[config.mk]
export PLATFORM = sky130hd
export DESIGN_NAME = chr_font_loader
export DESIGN_NICKNAME = d
export VERILOG_FILES = /design/src/rtl/chr_font_loader.sv
export SDC_FILE = /design/constraint.sdc
export NUM_CORES = 1
export LEC_CHECK = 0
export CAP_MARGIN = 20
export CORE_MARGIN = 10
export CORE_UTILIZATION = 30
export DETAILED_ROUTE_END_ITERATION = 10
export PLACE_DENSITY = 0.6
export SLEW_MARGIN = 30
export SYNTH_ARGS = -nofsm -noshare
export SYNTH_HDL_FRONTEND = slang
export SYNTH_SLANG_ARGS = --single-unit
[constraint.sdc]
create_clock -name clk -period 3 [get_ports clk]
set_input_delay 0.6 -clock clk [delete_from_list [all_inputs] [get_ports clk]]
set_output_delay 0.6 -clock clk [all_outputs]
set_load 0.005 [all_outputs]
[src/rtl/chr_font_loader.sv]
`default_nettype none
// ============================================================================
// Module   : chr_font_loader
// Purpose  : Writer side of the text-mode font RAM. Takes a start command with
//            a character code, then ROWS glyph bytes over valid/ready, and
//            writes each byte to ((chr_val - FIRST_CHR) << 4) + row.
// Option   : CHR_FONT_LOADER_TIMEOUT_EN enables the inter-byte idle timeout.
// Revision : 1.0  initial release
// ============================================================================
module chr_font_loader #(
  parameter int FIRST_CHR   = 32,
  parameter int NUM_CHR     = 96,
  parameter int ROWS        = 16,
  parameter int ADDR_W      = 11
`ifdef CHR_FONT_LOADER_TIMEOUT_EN
  ,
  parameter int TIMEOUT_CYC = 1023
`endif
) (
  input  logic              clk,
  input  logic              rst,
  input  logic              start,
  input  logic [7:0]        chr_val,
  input  logic              byte_valid,
  input  logic [7:0]        byte_data,
  output logic              byte_ready,
  output logic              ram_we,
  output logic [ADDR_W-1:0] ram_addr,
  output logic [7:0]        ram_wdata,
  output logic              busy,
  output logic              done,
  output logic              err
);

  typedef enum logic [1:0] {
    S_IDLE = 2'd0,
    S_LOAD = 2'd1,
    S_DONE = 2'd2
  } state_t;

  state_t              state_q,     state_d;
  logic [3:0]          row_cnt_q,   row_cnt_d;
  logic [ADDR_W-1:0]   base_q,      base_d;
  logic                ram_we_q,    ram_we_d;
  logic [ADDR_W-1:0]   ram_addr_q,  ram_addr_d;
  logic [7:0]          ram_wdata_q, ram_wdata_d;
  logic                err_q,       err_d;

`ifdef CHR_FONT_LOADER_TIMEOUT_EN
  localparam int IDLE_W = $clog2(TIMEOUT_CYC + 1);
  logic [IDLE_W-1:0]   idle_cnt_q,  idle_cnt_d;
`endif

  logic       hs;
  logic       in_range;
  logic [7:0] chr_off;

  always_comb begin
    state_d     = state_q;
    row_cnt_d   = row_cnt_q;
    base_d      = base_q;
    ram_we_d    = 1'b0;
    ram_addr_d  = ram_addr_q;
    ram_wdata_d = ram_wdata_q;
    err_d       = 1'b0;
`ifdef CHR_FONT_LOADER_TIMEOUT_EN
    idle_cnt_d  = idle_cnt_q;
`endif

    byte_ready = (state_q == S_LOAD);
    busy       = (state_q != S_IDLE);
    done       = (state_q == S_DONE);
    hs         = byte_valid && (state_q == S_LOAD);
    chr_off    = chr_val - 8'(FIRST_CHR);
    in_range   = (int'(chr_val) >= FIRST_CHR) &&
                 (int'(chr_val) <  FIRST_CHR + NUM_CHR);

    case (state_q)
      S_IDLE: begin
        // A byte offered in the same cycle as start is left for LOAD.
        if (start) begin
          if (in_range) begin
            base_d    = ADDR_W'({chr_off, 4'b0000});
            row_cnt_d = 4'd0;
            state_d   = S_LOAD;
`ifdef CHR_FONT_LOADER_TIMEOUT_EN
            idle_cnt_d = '0;
`endif
          end else begin
            err_d = 1'b1;
          end
        end
      end

      S_LOAD: begin
        if (hs) begin
          ram_we_d    = 1'b1;
          ram_addr_d  = base_q + ADDR_W'(row_cnt_q);
          ram_wdata_d = byte_data;
`ifdef CHR_FONT_LOADER_TIMEOUT_EN
          idle_cnt_d  = '0;
`endif
          if (row_cnt_q == 4'(ROWS - 1)) begin
            state_d = S_DONE;
          end else begin
            row_cnt_d = row_cnt_q + 4'd1;
          end
        end
`ifdef CHR_FONT_LOADER_TIMEOUT_EN
        else if (idle_cnt_q == IDLE_W'(TIMEOUT_CYC - 1)) begin
          err_d   = 1'b1;
          state_d = S_IDLE;
        end else begin
          idle_cnt_d = idle_cnt_q + 1'b1;
        end
`endif
      end

      S_DONE: state_d = S_IDLE;

      default: state_d = S_IDLE;
    endcase
  end

  always_ff @(posedge clk) begin
    if (rst) begin
      state_q     <= S_IDLE;
      row_cnt_q   <= 4'd0;
      base_q      <= '0;
      ram_we_q    <= 1'b0;
      ram_addr_q  <= '0;
      ram_wdata_q <= 8'd0;
      err_q       <= 1'b0;
`ifdef CHR_FONT_LOADER_TIMEOUT_EN
      idle_cnt_q  <= '0;
`endif
    end else begin
      state_q     <= state_d;
      row_cnt_q   <= row_cnt_d;
      base_q      <= base_d;
      ram_we_q    <= ram_we_d;
      ram_addr_q  <= ram_addr_d;
      ram_wdata_q <= ram_wdata_d;
      err_q       <= err_d;
`ifdef CHR_FONT_LOADER_TIMEOUT_EN
      idle_cnt_q  <= idle_cnt_d;
`endif
    end
  end

  assign ram_we    = ram_we_q;
  assign ram_addr  = ram_addr_q;
  assign ram_wdata = ram_wdata_q;
  assign err       = err_q;

endmodule
`default_nettype wire

==> metrics.txt, run 1 <==
run status=completed; PortBufs=43; final antenna-violating net count=0; DR iter-0 viols=between 80 and 90; Final HPWL DP=2594 um; Die Wd=about 86 um; Post-Synthesis Cell Area=roughly 1300 um^2; Vias/cell=just under 5; max_cap viols=0; share of power burned in registers=a little over half; Synth area leaders=dfxtp_1 52%, nand2_1 11%, a21oi_1 11%; Final Wtd Congestion=between 0.8 and 0.9; Critical Path Sink Type=primary output; placed cell areas=around 1800 um^2; CTS Buf Count=5; biggest area consumer among synthesized cells=dfxtp_1; postcts setup bufs=0; combinational share of power=9.7%; max frequency=around 480 MHz; hold_buf cts=0; Int Pwr=around 690 uW; Core Util, Final=45.68%; FF+latch area=680.7 um^2; layout cells sized above 1=under 10%; Post-layout nets=approximately 220; Pins Over Slew Limit=0; Fin Clk Skew=approximately 0.0018 ns; synth warn=0; clk sinks=34; later-pin clock latency in the skew report=approximately 0.28 ns; Mapped Avg Cell Area=8.458 um^2; CP Max Fanout=7; top cell type's share of synthesized area=52.26%; Resize count post-CTS=0; Mapped Cells=around 150; Total GRT Usage=about a tenth; Hold Path Class=flop to flop; filler instances=407; ys async rst share=0%; initial antenna violation count=0; drt wl/cell=between 10 and 15 um; drt drc=0; clk buf depth=2; most numerous cell in the Yosys netlist=nand2_1; final hold violation count=0; area grow syn2layout=43.32%; PwrDens=between 400 and 500 nW/um^2; Critical Path AT=between 1 and 1.5 ns; DRT Pass-1 Iters=4; switching power share of the total=22.74%; Post-synth EDFFs=0; minimum clock period=between 2 and 2.5 ns; synth cell count leaders=39 x nand2_1, 34 x dfxtp_1, 29 x a21oi_1; unrepaired setup endpoints after global routing=false; Peak supply drop=between 0.2 and 0.25 mV; setup TNS=0 ns; clock network power share=38.3%; first-pass GRT wire length=about 5800 um; total number of vias=1194; Initial Util=approximately a third; # rows=23; CP Class=flop to primary output; Die H=between 80 and 90 um; post-synthesis cell type count=29; static leakage=0.0006421 uW; Final Worst Setup Slack=0.9129 ns; Setup-failing EPs final=0; Synth Flop Type=dfxtp_1; crit path launch type=flop; clock slew at reported path FFs=~0.07 ns; WP data required=around 2.4 ns; H-tree levels=2; Post-Syn Nets=about 180; Seq/Total Area, Yosys=52.26%; total wire length=roughly 3500 um; Synth Register Bits=34; # IOs=44; Multi-input gate area=586.8 um^2; Root Buffer=clkbuf_8; antenna cell count=0; CTS tree=yes; post-route cell area=roughly 1900 um^2; DIE AREA=~7400 um^2; global route overflow=0; Rel. slew slack=between 40% and 50%; switching power of the nets=204.5 uW; area of the core=a little over 4000 um^2; Place WS=between 0.8 and 0.9 ns; largest net degree at the start of global routing=23; Worst Tran Pin Value=0.7818 ns; Tcrit/Tclk final=between 60 and 70%; number of global-route vias before repair=1154
-- metrics by stage --
step	total power [uW]	std cells	hold slack (ns)
finish	899.2	248	0.4552
global route	939.2	248	0.4796
floorplan	515.2	154	0.4284
CTS	913.4	248	0.4583
detailed placement	566.2	240	0.4489
global placement	564.7	240	0.4414
-- final cells by class --
class / instances / area share [%]
clock buffers: 7 / 4.625
clock inverters: 1 / 0.2681
multi-input cells: 111 / 31.43
flip-flops and latches: 34 / 36.46
well taps: 50 / 3.351
repair buffers: 45 / 23.86
-- worst max-delay path: stages (launching register included) --
cell,delay (ns)
dfxtp_1,0.47
and2b_1,0.21
clkdlybuf4s50_1,0.52
-- state kept, by name, indices dropped and copies added (netlist names) --
name / cells
base_q: 7
err: 1
ram_addr: 11
ram_we: 1
ram_wdata: 8
state_q: 2
row_cnt_q: 4
-- path summary, 6_finish.rpt --
| kind | from | end | slack (ns) | depth (start not counted) |
|---|---|---|---|---|
| worst max register to register | state_q[0] | row_cnt_q[2] | 1.48 | 3 |
| worst min-delay path | ram_wdata[1] | ram_wdata[1] | 0.46 | 2 |
| worst max-delay path | state_q[0] | byte_ready | 0.91 | 2 |
| worst min register to register | ram_wdata[1] | ram_wdata[1] | 0.46 | 2 |
-- placed cells by master, fill, tap and decap left out, types with 2 or more instances in the layout --
cell type        count
or3_1                2
nor3_1               2
dfxtp_1             34
nor2_1               4
buf_4                2
nand3_1              7
clkdlybuf4s50_1     43
and2b_1              2
a21oi_1             29
nand2_1             39
o21ai_0              7
or2_2                2
clkbuf_8             6
-- kinds of logic (layout without fill, tap and decap cells) --
logic type | count (synthesis) | in the layout | share of synthesized area [%]
adders and majority gates | 1 | 1 | 0.9605
buffers and inverters | 9 | 53 | 2.689
DFF | 34 | 34 | 52.26
muxes | 1 | 1 | 0.7685
and+or+nand+nor | 68 | 68 | 26.22
AOI/OAI and AO/OA | 41 | 41 | 17.10
-- layer usage --
layer	vias up	global-route usage [%]	share of wire, %
met4	0	3.593	1.4
met2	23	15.55	48
met3	5	4.447	6.9
met1	552	10.53	44
li1	614	-	-
met5	-	0	0
-- power by group through the flow --
stage / Clock [uW] / Sequential [uW] / Combinational, uW
floorplan: 0 / 477 / 37.7
global placement: 0 / 478 / 86.6
detailed placement: 0 / 478 / 87.8
CTS: 357 / 468 / 88.4
global route: 373 / 469 / 96.9
finish: 344 / 468 / 87.0
Power figures use the tool's default switching activity.
==> run 2: changes to the inputs <==
==> constraint.sdc (replaced) <==
create_clock -name clk -period 2.1 [get_ports clk]
set_input_delay 0.42 -clock clk [delete_from_list [all_inputs] [get_ports clk]]
set_output_delay 0.42 -clock clk [all_outputs]
set_load 0.005 [all_outputs]
==> run 2 against run 1 <==
  * Clock-buffer cell count stayed put
  * Worst hold slack worse by 0.0020 ns
  * Global-route usage is 0.40 points higher
  * Worst setup slack worse by 0.71 ns
  * Flip-flop and latch count stayed put
  * Routed wire length is 3.0% higher
  * Cell count is 0.81% higher
  * Via count is 1.5% higher
  * Clock skew is 0.0015 ns higher
  * Clock power is 28% higher
  * Final area is 0.40% higher
==> metrics.txt, run 2 (same netlist as run 1, synthesis figures left out) <==
crit path launch type=flop; CTS Buf Count=5; global route overflow=0; area of the core=slightly above 4000 um^2; Pins Over Slew Limit=0; WHS Endpoint=ram_addr[10]; Die H=~86 um; Worst Tran Pin Value=~0.56 ns; total wire length=between 3000 and 4000 um; total number of vias=approximately 1200; DRT Pass-1 Iters=4; commonest cells after routing, fill and taps aside=43 x clkdlybuf4s50_1, 39 x nand2_1, 34 x dfxtp_1, 29 x a21oi_1; Core Util, Final=between 40% and 50%; # rows=23; CP Class=flop to primary output; Hold Crit Start=ram_addr[10]; Critical Path AT=about 1.5 ns; Slowest-stage cell, CP=clkdlybuf4s50_1; run status=completed; WP buf/inv=1; later-pin clock latency in the skew report=~0.28 ns; Final HPWL DP=between 2000 and 3000 um; DIE AREA=7377 um^2; DR iter-0 viols=94; Final Worst Setup Slack=around 0.2 ns; postcts setup bufs=0; final hold violation count=0; CTS tree=yes; Post-layout nets=about 220; Root Buffer=clkbuf_8; static leakage=approximately 0.00065 uW; Fin Clk Skew=between 0.003 and 0.004 ns; max_cap viols=0; Peak supply drop=about 0.35 mV; Pwr Total=between 1000 and 1500 uW; max frequency=between 500 and 600 MHz; FF-to-FF path depth=3; antenna cell count=0; clk buf depth=2; unrepaired setup endpoints after global routing=false; Cell Chain, Critical Path=and2b_1 -> clkdlybuf4s50_1; Hold Path Class=flop to flop; # IOs=between 40 and 50; Critical Path Sink Type=primary output; area grow syn2layout=43.90%; worst flop-to-flop path endpoint=row_cnt_q[1]; Total GRT Usage=9.934%; crit-path leading delay family=buffers and inverters; placed cell areas=about 1800 um^2; commonest non-fill, non-tap cell in the layout=clkdlybuf4s50_1; number of global-route vias before repair=about 1200; PwrDens=approximately 660 nW/um^2; Vias/cell=around 4.8; WP data required=roughly 1.7 ns; H-tree levels=2; initial antenna violation count=0; Setup-failing EPs final=0; PortBufs=between 40 and 50; Die Wd=approximately 86 um; hold_buf cts=0; Initial Util=a little under a third; reg2reg start=state_q[0]; Max stage delay on crit path=between 0.5 and 0.6 ns; Rel. slew slack=between 60% and 70%; drt drc=0; minimum clock period=between 1.5 and 2 ns; Hold Path Depth=2; Resize count post-CTS=0; Final Wtd Congestion=approximately 0.78; Place WS=0.1096 ns; clock slew at reported path FFs=0.06 ns; largest net degree at the start of global routing=21; drt wl/cell=about 14 um; max reg flops=11; post-route cell area=~1900 um^2; setup TNS=0 ns; filler instances=408; Tcrit/Tclk final=approximately nine tenths; final antenna-violating net count=0; clk sinks=34; R2R Setup Slk=approximately 0.59 ns; layout cells sized above 1=between 7 and 8%; CP Max Fanout=7; first-pass GRT wire length=about 5900 um
-- run 2: metrics by stage --
step,hold WS (ns),std cells
after CTS,0.4543,250
after floorplan,0.4284,154
final,0.4532,250
after detailed placement,0.4462,243
after global routing,0.4685,250
after global placement,0.4406,243
-- run 2: layout make-up --
type	count	area [um^2]	share of cell area, %
repair buffers	48	467.9	24.97
well taps	50	62.56	3.338
multi-input cells	111	586.8	31.31
clock buffers	7	76.32	4.072
flip-flops and latches	34	680.7	36.32
-- run 2: routing by layer --
metal	vias to the layer above	global-route usage [%]	share of wire (%)	wire [um]
li1	619	-	-	-
met1	557	9.853	41	1481
met3	4	5.203	7.3	260
met5	-	0	0	0
met2	32	17.11	50	1803
met4	0	3.892	0.84	30
-- run 2: where the power goes --
part	internal (uW)	switching (uW)	total (uW)
Sequential	660	9.54	669
Clock	228	212	440
Combinational	71.8	57.2	129
Total	959	278	1240
-- run 2: worst max path at each step --
stage	from	endpoint	cells after the start
6_report	state_q[0]	byte_ready	2
3_3_place_gp	chr_val[7]	row_cnt_q[1]	4
5_1_grt	state_q[0]	byte_ready	2
3_5_place_dp	chr_val[7]	row_cnt_q[1]	4
4_1_cts	state_q[0]	byte_ready	2
2_1_floorplan	chr_val[7]	row_cnt_q[1]	4
-- run 2: worst min-delay path: cells and delay by family (launching register included) --
family	cells	cell delay, ns
flops	1	0.31
simple gates	1	0.05
compound gates	1	0.05
